$ cat config.mk
export PLATFORM = sky130hd
export DESIGN_NAME = wb_stage_flat
export DESIGN_NICKNAME = d
export VERILOG_FILES = /design/src/rtl/wb_stage_if.sv /design/src/rtl/wb_stage.sv /design/src/flat_wrapper.sv
export SDC_FILE = /design/constraint.sdc
export NUM_CORES = 1
export LEC_CHECK = 0
export CAP_MARGIN = 15
export CORE_UTILIZATION = 35
export CTS_BUF_LIST = sky130_fd_sc_hd__clkbuf_8
export DETAILED_ROUTE_END_ITERATION = 7
export HOLD_SLACK_MARGIN = 0.15
export PLACE_DENSITY_LB_ADDON = 0.15
export SETUP_SLACK_MARGIN = 0.1
export SYNTH_ARGS = -nofsm -noshare
export SYNTH_HDL_FRONTEND = slang
export SYNTH_SLANG_ARGS = --single-unit
$ cat constraint.sdc
create_clock -name clk -period 1.6 [get_ports clk]
set_input_delay 0.16 -clock clk [delete_from_list [all_inputs] [get_ports clk]]
set_output_delay 0.16 -clock clk [all_outputs]
set_load 0.005 [all_outputs]
$ cat src/rtl/wb_stage_if.sv
// MEM-to-WB bundle for wb_stage: pipeline control, MEM-stage operands,
// and the register-file write / forwarding results.
interface wb_stage_if #(
   parameter int XLEN = 32
);
   logic            stall;
   logic            flush;
   logic            mem_valid;
   logic            mem_reg_write;
   logic [4:0]      mem_rd;
   logic [1:0]      mem_wb_sel;
   logic [XLEN-1:0] mem_alu_result;
   logic [XLEN-1:0] mem_pc_plus4;
   logic [XLEN-1:0] mem_load_data;
   logic [2:0]      mem_funct3;

   logic            wb_en;
   logic [4:0]      rd_index;
   logic [XLEN-1:0] wb_data;
   logic            fwd_valid;
   logic [4:0]      fwd_rd;
   logic [XLEN-1:0] fwd_data;
   logic            retire;

   modport master (
      output stall, flush, mem_valid, mem_reg_write, mem_rd, mem_wb_sel,
             mem_alu_result, mem_pc_plus4, mem_load_data, mem_funct3,
      input  wb_en, rd_index, wb_data, fwd_valid, fwd_rd, fwd_data, retire
   );

   modport slave (
      input  stall, flush, mem_valid, mem_reg_write, mem_rd, mem_wb_sel,
             mem_alu_result, mem_pc_plus4, mem_load_data, mem_funct3,
      output wb_en, rd_index, wb_data, fwd_valid, fwd_rd, fwd_data, retire
   );
endinterface

$ cat src/rtl/wb_stage.sv
// MEM/WB pipeline register with result select and load alignment.
// Optional retired-instruction counter output instret under `WB_RETIRE_CNT_EN.
module wb_stage #(
   parameter int XLEN  = 32,
   parameter int CNT_W = 64
) (
   input  logic             clk,
   input  logic             rst_n,
   wb_stage_if.slave        wb
`ifdef WB_RETIRE_CNT_EN
   ,
   output logic [CNT_W-1:0] instret
`endif
);

   logic signed [XLEN-1:0] sel_p0;
   logic                   vld_p1;
   logic                   reg_write_p1;
   logic [4:0]             rd_p1;
   logic signed [XLEN-1:0] data_p1;

   // Undefined funct3 codes fall back to a full-word load.
   function automatic logic signed [XLEN-1:0] align_load(
      input logic [XLEN-1:0] word,
      input logic [1:0]      off,
      input logic [2:0]      f3
   );
      logic signed [7:0]  b;
      logic signed [15:0] h;
      case (off)
         2'd0:    b = word[7:0];
         2'd1:    b = word[15:8];
         2'd2:    b = word[23:16];
         default: b = word[31:24];
      endcase
      h = off[1] ? word[31:16] : word[15:0];
      case (f3)
         3'b000:  align_load = {{(XLEN-8){b[7]}}, b};
         3'b100:  align_load = {{(XLEN-8){1'b0}}, b};
         3'b001:  align_load = {{(XLEN-16){h[15]}}, h};
         3'b101:  align_load = {{(XLEN-16){1'b0}}, h};
         default: align_load = word;
      endcase
   endfunction

   // Stage p0: result selection from MEM operands
   always_comb begin
      sel_p0 = wb.mem_alu_result;
      case (wb.mem_wb_sel)
         2'b01:   sel_p0 = align_load(wb.mem_load_data, wb.mem_alu_result[1:0],
                                      wb.mem_funct3);
         2'b10:   sel_p0 = wb.mem_pc_plus4;
         default: sel_p0 = wb.mem_alu_result;
      endcase
   end

   // Stage p1: WB register; flush outranks stall
   always_ff @(posedge clk or negedge rst_n) begin
      if (!rst_n) begin
         vld_p1       <= 1'b0;
         reg_write_p1 <= 1'b0;
         rd_p1        <= 5'd0;
         data_p1      <= '0;
      end else if (wb.flush) begin
         vld_p1       <= 1'b0;
         reg_write_p1 <= 1'b0;
         rd_p1        <= 5'd0;
         data_p1      <= '0;
      end else if (!wb.stall) begin
         vld_p1       <= wb.mem_valid;
         reg_write_p1 <= wb.mem_reg_write;
         rd_p1        <= wb.mem_rd;
         data_p1      <= sel_p0;
      end
   end

   assign wb.wb_en     = vld_p1 & reg_write_p1 & (rd_p1 != 5'd0);
   assign wb.rd_index  = rd_p1;
   assign wb.wb_data   = data_p1;
   assign wb.fwd_valid = wb.wb_en;
   assign wb.fwd_rd    = rd_p1;
   assign wb.fwd_data  = data_p1;
   // The instruction leaves WB on any edge that is not a stall, flush included.
   assign wb.retire    = vld_p1 & ~wb.stall;

`ifdef WB_RETIRE_CNT_EN
   always_ff @(posedge clk or negedge rst_n) begin
      if (!rst_n)
         instret <= '0;
      else if (wb.retire)
         instret <= instret + 1'b1;
   end
`endif

endmodule

$ cat src/flat_wrapper.sv
// flat-port wrapper written by rule: the top's interface ports become plain ports
module wb_stage_flat 
#(
   parameter int XLEN  = 32,
   parameter int CNT_W = 64
)
  (clk, rst_n, wb_stall, wb_flush, wb_mem_valid, wb_mem_reg_write, wb_mem_rd, wb_mem_wb_sel, wb_mem_alu_result, wb_mem_pc_plus4, wb_mem_load_data, wb_mem_funct3, wb_wb_en, wb_rd_index, wb_wb_data, wb_fwd_valid, wb_fwd_rd, wb_fwd_data, wb_retire);
  wb_stage_if #(.XLEN(XLEN)) wb_i ();
  input  logic clk;
  input  logic rst_n;
  input wire logic [$bits(wb_i.stall)-1:0] wb_stall;
  input wire logic [$bits(wb_i.flush)-1:0] wb_flush;
  input wire logic [$bits(wb_i.mem_valid)-1:0] wb_mem_valid;
  input wire logic [$bits(wb_i.mem_reg_write)-1:0] wb_mem_reg_write;
  input wire logic [$bits(wb_i.mem_rd)-1:0] wb_mem_rd;
  input wire logic [$bits(wb_i.mem_wb_sel)-1:0] wb_mem_wb_sel;
  input wire logic [$bits(wb_i.mem_alu_result)-1:0] wb_mem_alu_result;
  input wire logic [$bits(wb_i.mem_pc_plus4)-1:0] wb_mem_pc_plus4;
  input wire logic [$bits(wb_i.mem_load_data)-1:0] wb_mem_load_data;
  input wire logic [$bits(wb_i.mem_funct3)-1:0] wb_mem_funct3;
  output wire logic [$bits(wb_i.wb_en)-1:0] wb_wb_en;
  output wire logic [$bits(wb_i.rd_index)-1:0] wb_rd_index;
  output wire logic [$bits(wb_i.wb_data)-1:0] wb_wb_data;
  output wire logic [$bits(wb_i.fwd_valid)-1:0] wb_fwd_valid;
  output wire logic [$bits(wb_i.fwd_rd)-1:0] wb_fwd_rd;
  output wire logic [$bits(wb_i.fwd_data)-1:0] wb_fwd_data;
  output wire logic [$bits(wb_i.retire)-1:0] wb_retire;
  assign wb_i.stall = wb_stall;
  assign wb_i.flush = wb_flush;
  assign wb_i.mem_valid = wb_mem_valid;
  assign wb_i.mem_reg_write = wb_mem_reg_write;
  assign wb_i.mem_rd = wb_mem_rd;
  assign wb_i.mem_wb_sel = wb_mem_wb_sel;
  assign wb_i.mem_alu_result = wb_mem_alu_result;
  assign wb_i.mem_pc_plus4 = wb_mem_pc_plus4;
  assign wb_i.mem_load_data = wb_mem_load_data;
  assign wb_i.mem_funct3 = wb_mem_funct3;
  assign wb_wb_en = wb_i.wb_en;
  assign wb_rd_index = wb_i.rd_index;
  assign wb_wb_data = wb_i.wb_data;
  assign wb_fwd_valid = wb_i.fwd_valid;
  assign wb_fwd_rd = wb_i.fwd_rd;
  assign wb_fwd_data = wb_i.fwd_data;
  assign wb_retire = wb_i.retire;
  wb_stage #(.XLEN(XLEN), .CNT_W(CNT_W)) u_core (.clk(clk), .rst_n(rst_n), .wb(wb_i));
endmodule
==> metrics.txt, run 1 <==
reg-to-reg critical path startpoint u_core.wb.fwd_data[4]; commonest non-fill, non-tap cell in the layout clkdlybuf4s50_1; Tot GR Track Use 25.1%; clk slew on worst S/H paths 0.08 ns; EDFF count, synth 0; Synth Area in Adders 0.749%; Horiz. Die Dim 99.7 um; maximum vdd drop 0.000295 V; Yosys Warn Count 0; reg-to-reg critical path endpoint u_core.wb.fwd_data[4]; Hold Crit Class input pin to async pin; largest family of logic cells by synthesized area compound AO/OA/AOI/OAI gates; Slew headroom 72.7%; Non-Filler Instances 692; Clk Latency, worst-skew pair 0.29 ns; Via density 5.32; unrepaired setup endpoints after global routing yes; I/O Pins 189; Critical Path Sink Type output port; vias in the first global route 3532; Post-DP HPWL 9700 um; asr flop ratio synth 100%; CP Capture Point wb_fwd_valid; CTS H-tree depth 2; period utilization 102%; placed cells 680; Hold Vio Cnt, Final 0; Power Density 572 nW/um^2; CTS tree built; Slew @ Worst Pin 0.409 ns; post-synthesis cell count 390; CP peak stage delay 0.37 ns; global route overflow 0; final core occ 59.6%; most frequent cells in the layout 174 x clkdlybuf4s50_1, 42 x buf_4, 41 x inv_1; Crit Path Max Fanout 2; DIE AREA 9940 sq um; worst-path cell chain or3_1 > o311a_1 > buf_2; failing checks negative setup slack; Final Max Tran Viols 0; clock sinks 39; Tmin final 1.63 ns; top cells by area, synth dfrtp_1 29%, buf_4 8.5%, a221oi_1 6.3%; final net count 676; R2R depth 4; Worst Setup SP u_core.wb.fwd_rd[3]; Netlist cell types 43; Root Driver clkbuf_8; IO buf count 188; mux contribution to synthesized area 7.90%; crit path launch type flop; Via Count 3683; CTS Buffer Depth 2; largest net degree at the start of global routing 59; synth-to-layout area growth 64.7%; WP data arrival 1.47 ns; starting density of the core 36.2%; simple-gate portion of the synthesized area 11.5%; Yosys reg bits 39; Routed WL 12400 um; DRT antenna net count 0; RePlAce Congestion 0.876; DRC viols 0; Syn Area/Cell 8.57 sq um; Avg WL per Cell 17.9 um; die height 99.7 um; largest area contributor in the netlist dfrtp_1; initial antenna violation count 0; Site Rows 35; post-synthesis compound-gate area fraction 32.2%; final total negative setup slack -0.0645 ns; sequential share of the synthesized area 29.2%; clock skew 0 ns; Mapped Area 3340 sq um; Top FF cell, synth dfrtp_1; type of the worst setup path flop to output port; r2r setup slk 0.67 ns; data required time at the worst endpoint 1.44 ns; CP max-delay cell dfrtp_1; Core Footprint 9240 sq um; Final setup viols 2; First DRT Iteration DRCs 251; status finished with violations; Num CTS Buffers 5; Max-cap violations 0; Final WS setup -0.0328 ns; Leak Pwr 2.37 nW; Detailed Routing Iterations Pass 1 5; Post-Synth XOR/XNOR Area 0%; fmax 612 MHz; Yosys top cell area share 29.2%; diode count 0; layout cells sized above 1 15.6%; first-pass GRT wire length 19400 um; syn nets 504
## where the power goes
part / internal, mW / switching, mW
clock network: 0.294 / 0.374
registers: 1.06 / 0.0622
logic: 0.821 / 0.537
## stage by stage
stage          setup WS [ns]  cell area, sq um  total power [mW]  hold slack [ns]
2_1_floorplan         0.0909              3340              1.73           -0.136
3_3_place_gp          -0.471              5340              2.46            0.116
3_5_place_dp          -0.505              5340              2.47            0.113
4_1_cts              -0.0839              5480              3.17            0.344
5_1_grt              -0.0999              5500              3.33            0.368
6_report             -0.0328              5500              3.15            0.326
## Yosys cell counts (3+ instances only)
| library cell | n |
|---|---|
| nor2b_1 | 27 |
| a31oi_1 | 3 |
| a22oi_1 | 8 |
| dfrtp_1 | 39 |
| buf_2 | 13 |
| a221oi_1 | 24 |
| nand2b_1 | 4 |
| nand2_1 | 18 |
| clkbuf_1 | 19 |
| a211oi_1 | 3 |
| buf_6 | 3 |
| a211o_1 | 16 |
| inv_1 | 40 |
| mux2i_1 | 14 |
| a32oi_1 | 3 |
| mux2_2 | 7 |
| buf_1 | 3 |
| o221ai_1 | 7 |
| a2bb2oi_1 | 17 |
| a221o_1 | 8 |
| o31ai_1 | 17 |
| a21oi_1 | 15 |
| nor2_1 | 19 |
| o21ai_0 | 3 |
| buf_4 | 38 |
## critical path, delay by kind of cell (launching register included)
| family | cells | cell delay, ns |
|---|---|---|
| buf+inv | 1 | 0.13 |
| simple gates | 1 | 0.37 |
| flops | 1 | 0.37 |
| compound gates | 1 | 0.30 |
## cells by family after synthesis
kind of cell | Yosys count
and+or+nand+nor | 76
buffers and inverters | 116
adders and majority gates | 2
AOI/OAI and AO/OA | 134
muxes | 23
DFF | 39
## cell type report
| class | instances | area, sq um |
|---|---|---|
| well taps | 129 | 161 |
| multi-input cells | 236 | 1820 |
| inverters | 40 | 150 |
| repair buffers | 240 | 2320 |
| flip-flops and latches | 39 | 976 |
| clock buffers | 5 | 68.8 |
| clock inverters | 3 | 12.5 |
| fillers | 841 | 3740 |
## layer usage
metal / wire length, um / part of all wire [%] / track usage (%)
met5: 0 / 0 / 0
met3: 767 / 6.2 / 4.22
met2: 6060 / 49 / 41.4
met1: 5480 / 44 / 34.5
met4: 114 / 0.92 / 4.75
## repair_timing
item,CTS,global route
cloned,2,0
pin swaps,4,2
hold buffers,1,0
buffers inserted,0,1
gates resized for setup,27,6
hold endpoints to repair,39,0
endpoints found under the setup margin,34,15
## sequential cells by signal, summed over array words and instances, names as in the netlist
| register | cells |
|---|---|
| u_core.wb.fwd_rd | 5 |
| u_core.vld_p1 | 1 |
| u_core.reg_write_p1 | 1 |
| u_core.wb.fwd_data | 32 |
## worst min path at each step
| stage | cells past startpoint | start | to | slack, ns |
|---|---|---|---|---|
| after floorplan | 0 | rst_n | u_core.reg_write_p1 | -0.14 |
| after global placement | 1 | rst_n | u_core.wb.fwd_data[27] | 0.12 |
| after detailed placement | 1 | rst_n | u_core.wb.fwd_data[27] | 0.11 |
| after CTS | 2 | rst_n | u_core.wb.fwd_data[25] | 0.34 |
| after global routing | 2 | rst_n | u_core.wb.fwd_data[27] | 0.37 |
| final | 2 | rst_n | u_core.wb.fwd_data[27] | 0.33 |
Note: power is estimated with default switching activity, not from simulation.
==> run 2, diff against run 1 <==
- CORE_UTILIZATION: 35 -> 38
==> metrics.txt, run 2 (same netlist as run 1, synthesis figures left out) <==
commonest non-fill, non-tap cell in the layout clkdlybuf4s50_1; Power Density 609 nW/um^2; data required time at the worst endpoint 1.44 ns; footprint of the multi-input gates 1820 sq um; failing checks negative setup slack; register area 976 sq um; Slew headroom 64.5%; final net count 668; max reg flops 32; I/O Pins 189; CTS tree built; First DRT Iteration DRCs 170; Post-DP HPWL 8930 um; Tmin final 1.64 ns; Max-cap violations 0; status finished with violations; Critical Path Sink Type output port; clock sinks 39; IO buf count 188; final total negative setup slack -0.0779 ns; fmax 610 MHz; diode count 0; CP peak stage delay 0.38 ns; CP max-delay cell dfrtp_1; DRC viols 0; period utilization 102%; Crit path max-delay family flip-flops; RePlAce Congestion 0.918; DIE AREA 9170 sq um; initial antenna violation count 0; Final setup viols 2; DRT antenna net count 0; die height 95.8 um; global route overflow 0; layout cells sized above 1 15.9%; Final WS setup -0.0398 ns; Hold Crit Class input pin to flop; clk slew on worst S/H paths 0.08 ns; Detailed Routing Iterations Pass 1 4; WP buf/inv 1; WP data arrival 1.48 ns; Site Rows 33; largest net degree at the start of global routing 40; Crit Path Max Fanout 2; starting density of the core 39.9%; Clk Latency, worst-skew pair 0.29 ns; Routed WL 11500 um; Avg WL per Cell 17.4 um; CTS Buffer Depth 2; final core occ 65.1%; Filler Cell Count 743; worst-path cell chain or3_1 > o311a_1 > buf_2; synth-to-layout area growth 63.2%; maximum vdd drop 0.000369 V; Core Footprint 8380 sq um; CTS H-tree depth 2; Via Count 3573; Num CTS Buffers 5; total power 3.32 mW; Hold Vio Cnt, Final 0; Horiz. Die Dim 95.8 um; Tot GR Track Use 24.8%; Root Driver clkbuf_8; most frequent cells in the layout 172 x clkdlybuf4s50_1, 39 x inv_1, 39 x dfrtp_1; first-pass GRT wire length 17300 um; unrepaired setup endpoints after global routing yes; Slew @ Worst Pin 0.532 ns; clock skew 0 ns; type of the worst setup path flop to output port; vias in the first global route 3427; Fin Hold WS 0.349 ns; Leak Pwr 2.36 nW; crit path launch type flop; Final Max Tran Viols 0; Via density 5.41
## run 2: final timing paths
check,start,endpoint,slack (ns),cells past startpoint
worst min-delay path,wb_stall,u_core.wb.fwd_data[2],0.35,5
worst max-delay path,u_core.wb.fwd_rd[1],wb_fwd_valid,-0.04,3
worst max register to register,u_core.wb.fwd_rd[1],u_core.wb.fwd_rd[1],0.52,5
max in group asynchronous,rst_n,u_core.wb.fwd_data[13],0.77,3
min in group asynchronous,rst_n,u_core.wb.fwd_data[27],0.46,3
worst min register to register,u_core.reg_write_p1,u_core.reg_write_p1,0.55,2
## run 2: layout make-up
class,count,area share [%]
clock inverters,2,0.642
repair buffers,233,41.4
well taps,105,2.41
clock buffers,6,1.51
flip-flops and latches,39,17.9
multi-input cells,235,33.4
inverters,40,2.75
## run 2: report_power, final
group          internal (mW)  switching (mW)
logic                  0.804           0.521
registers               1.06          0.0619
clock network          0.505           0.369
total                   2.37           0.951
## run 2: metrics by stage
stage          cells  cell area [sq um]  worst slack (ns)
3_3_place_gp     649               5260            -0.459
5_1_grt          660               5450           -0.0752
6_report         660               5450           -0.0398
4_1_cts          659               5410           -0.0932
3_5_place_dp     649               5260            -0.504
2_1_floorplan    390               3340            0.0909
## run 2: tightest hold or removal path: cells and delay by family
kind,cells,cell delay (ns)
buf+inv,2,0.26
compound gates,3,0.19
## run 2: timing repair
item                                    CTS  global route
setup buffers                             1             1
pin swaps                                 7             4
hold buffers                              1             0
endpoints found under the setup margin   33            23
hold endpoints to repair                 39             0
gates resized for setup                  24            13
## run 2: routing by layer
layer	routed length, um	GRT usage, %	vias to the layer above
li1	-	-	1712
met1	4820	31.2	1710
met4	134	5.85	0
met2	5720	43.6	141
met5	0	0	-
met3	833	4.90	10
==> run 3, diff against run 2 <==
- MAX_ROUTING_LAYER: default -> met4
==> metrics.txt, run 3 (same netlist as run 1, synthesis figures left out) <==
die height 95.8 um; unrepaired setup endpoints after global routing yes; status finished with violations; RePlAce Congestion 0.938; Site Rows 33; WP data arrival 1.49 ns; Hold EP u_core.wb.fwd_data[5]; final total negative setup slack -0.0952 ns; DRT antenna net count 0; register area 976 sq um; Final Max Tran Viols 0; DIE AREA 9170 sq um; Avg WL per Cell 18.1 um; final net count 671; R2R depth 4; Slew @ Worst Pin 0.601 ns; synth-to-layout area growth 66.1%; max reg flops 32; Crit Path Max Fanout 2; first-pass GRT wire length 18000 um; Hold Startpoint wb_stall; most frequent cells in the layout 172 x clkdlybuf4s50_1, 39 x inv_1, 39 x dfrtp_1; reg-to-reg critical path startpoint u_core.wb.fwd_rd[1]; largest net degree at the start of global routing 41; diode count 0; Filler Cell Count 721; period utilization 103%; global route overflow 0; hold depth 4; layout cells sized above 1 15.6%; Tmin final 1.65 ns; type of the worst setup path flop to output port; CTS H-tree depth 2; Horiz. Die Dim 95.8 um; Power Density 612 nW/um^2; Hold Vio Cnt, Final 0; Clk Latency, worst-skew pair 0.29 ns; maximum vdd drop 0.000427 V; Critical Path Sink Type output port; Root Driver clkbuf_8; crit path launch type flop; IO buf count 188; Hold Crit Class input pin to flop; Via density 5.56; I/O Pins 189; vias in the first global route 3431; Via Count 3683; CTS Buffer Depth 2; initial antenna violation count 0; Final setup viols 2; CTS tree built; Detailed Routing Iterations Pass 1 4; footprint of the multi-input gates 1820 sq um; starting density of the core 39.9%; clock sinks 39; Routed WL 12000 um; commonest non-fill, non-tap cell in the layout clkdlybuf4s50_1; First DRT Iteration DRCs 212; data required time at the worst endpoint 1.44 ns; clock skew 0 ns; Max-cap violations 0; Core Footprint 8380 sq um; Leak Pwr 2.41 nW; clk slew on worst S/H paths 0.08 ns; Num CTS Buffers 5; final core occ 66.2%; Final WS setup -0.0490 ns; Tot GR Track Use 26.9%; failing checks negative setup slack; Slew headroom 59.9%; fmax 606 MHz; DRC viols 0; reg-to-reg critical path endpoint u_core.wb.fwd_rd[1]; Post-DP HPWL 8930 um; r2r setup slk 0.65 ns
[run 3: cell type report]
cell class,instances,share of cell area [%]
timing repair buffer,236,42.5
clock buffer,6,1.49
sequential,39,17.6
clock inverter,2,0.631
multi-input combinational,235,32.8
tap,105,2.37
inverter,40,2.71
[run 3: worst max-delay path by stage]
stage / startpoint / endpoint / slack, ns / depth (start not counted)
after floorplan: wb_mem_wb_sel[0] / u_core.wb.fwd_data[29] / 0.09 / 9
after global placement: wb_mem_alu_result[1] / u_core.wb.fwd_data[12] / -0.46 / 5
after detailed placement: wb_mem_alu_result[1] / u_core.wb.fwd_data[12] / -0.54 / 5
after CTS: u_core.wb.fwd_rd[3] / wb_fwd_valid / -0.1 / 3
after global routing: u_core.wb.fwd_rd[3] / wb_fwd_valid / -0.08 / 3
final: u_core.wb.fwd_rd[3] / wb_fwd_valid / -0.05 / 3
[run 3: metal layers]
| layer | global-route usage, % | share of wire, % | up-vias |
|---|---|---|---|
| li1 | - | - | 1717 |
| met1 | 33.6 | 41 | 1771 |
| met2 | 44.6 | 49 | 178 |
| met3 | 5.06 | 8.4 | 17 |
| met4 | 6.97 | 1.5 | 0 |
| met5 | - | 0 | - |
[run 3: worst max-delay path, cell delays in order, from the launching register on]
cell and delay (ns):
dfrtp_1 0.38, or3_1 0.38, o311a_1 0.31, buf_2 0.13
[run 3: timing repair]
| item | CTS | global route |
|---|---|---|
| setup buffers | 2 | 1 |
| hold endpoints to repair | 39 | 0 |
| hold buffers | 1 | 0 |
| pin swaps | 7 | 4 |
| endpoints found under the setup margin | 34 | 16 |
| gates resized for setup | 30 | 9 |
| gates cloned | 3 | 0 |
[run 3: power breakdown]
part           internal (mW)  switching (mW)
sequential              1.06          0.0622
combinational          0.854           0.545
clock                  0.505           0.372
total                   2.42           0.979
[run 3: stage by stage]
stage	setup WS [ns]	instances	area [sq um]	hold WS, ns	total power [mW]
after floorplan	0.0909	390	3340	-0.136	1.73
after global placement	-0.462	648	5250	0.258	2.43
after detailed placement	-0.536	648	5250	0.263	2.44
after CTS	-0.0969	662	5510	0.360	3.39
after global routing	-0.0789	663	5550	0.368	3.57
final	-0.0490	663	5550	0.363	3.40
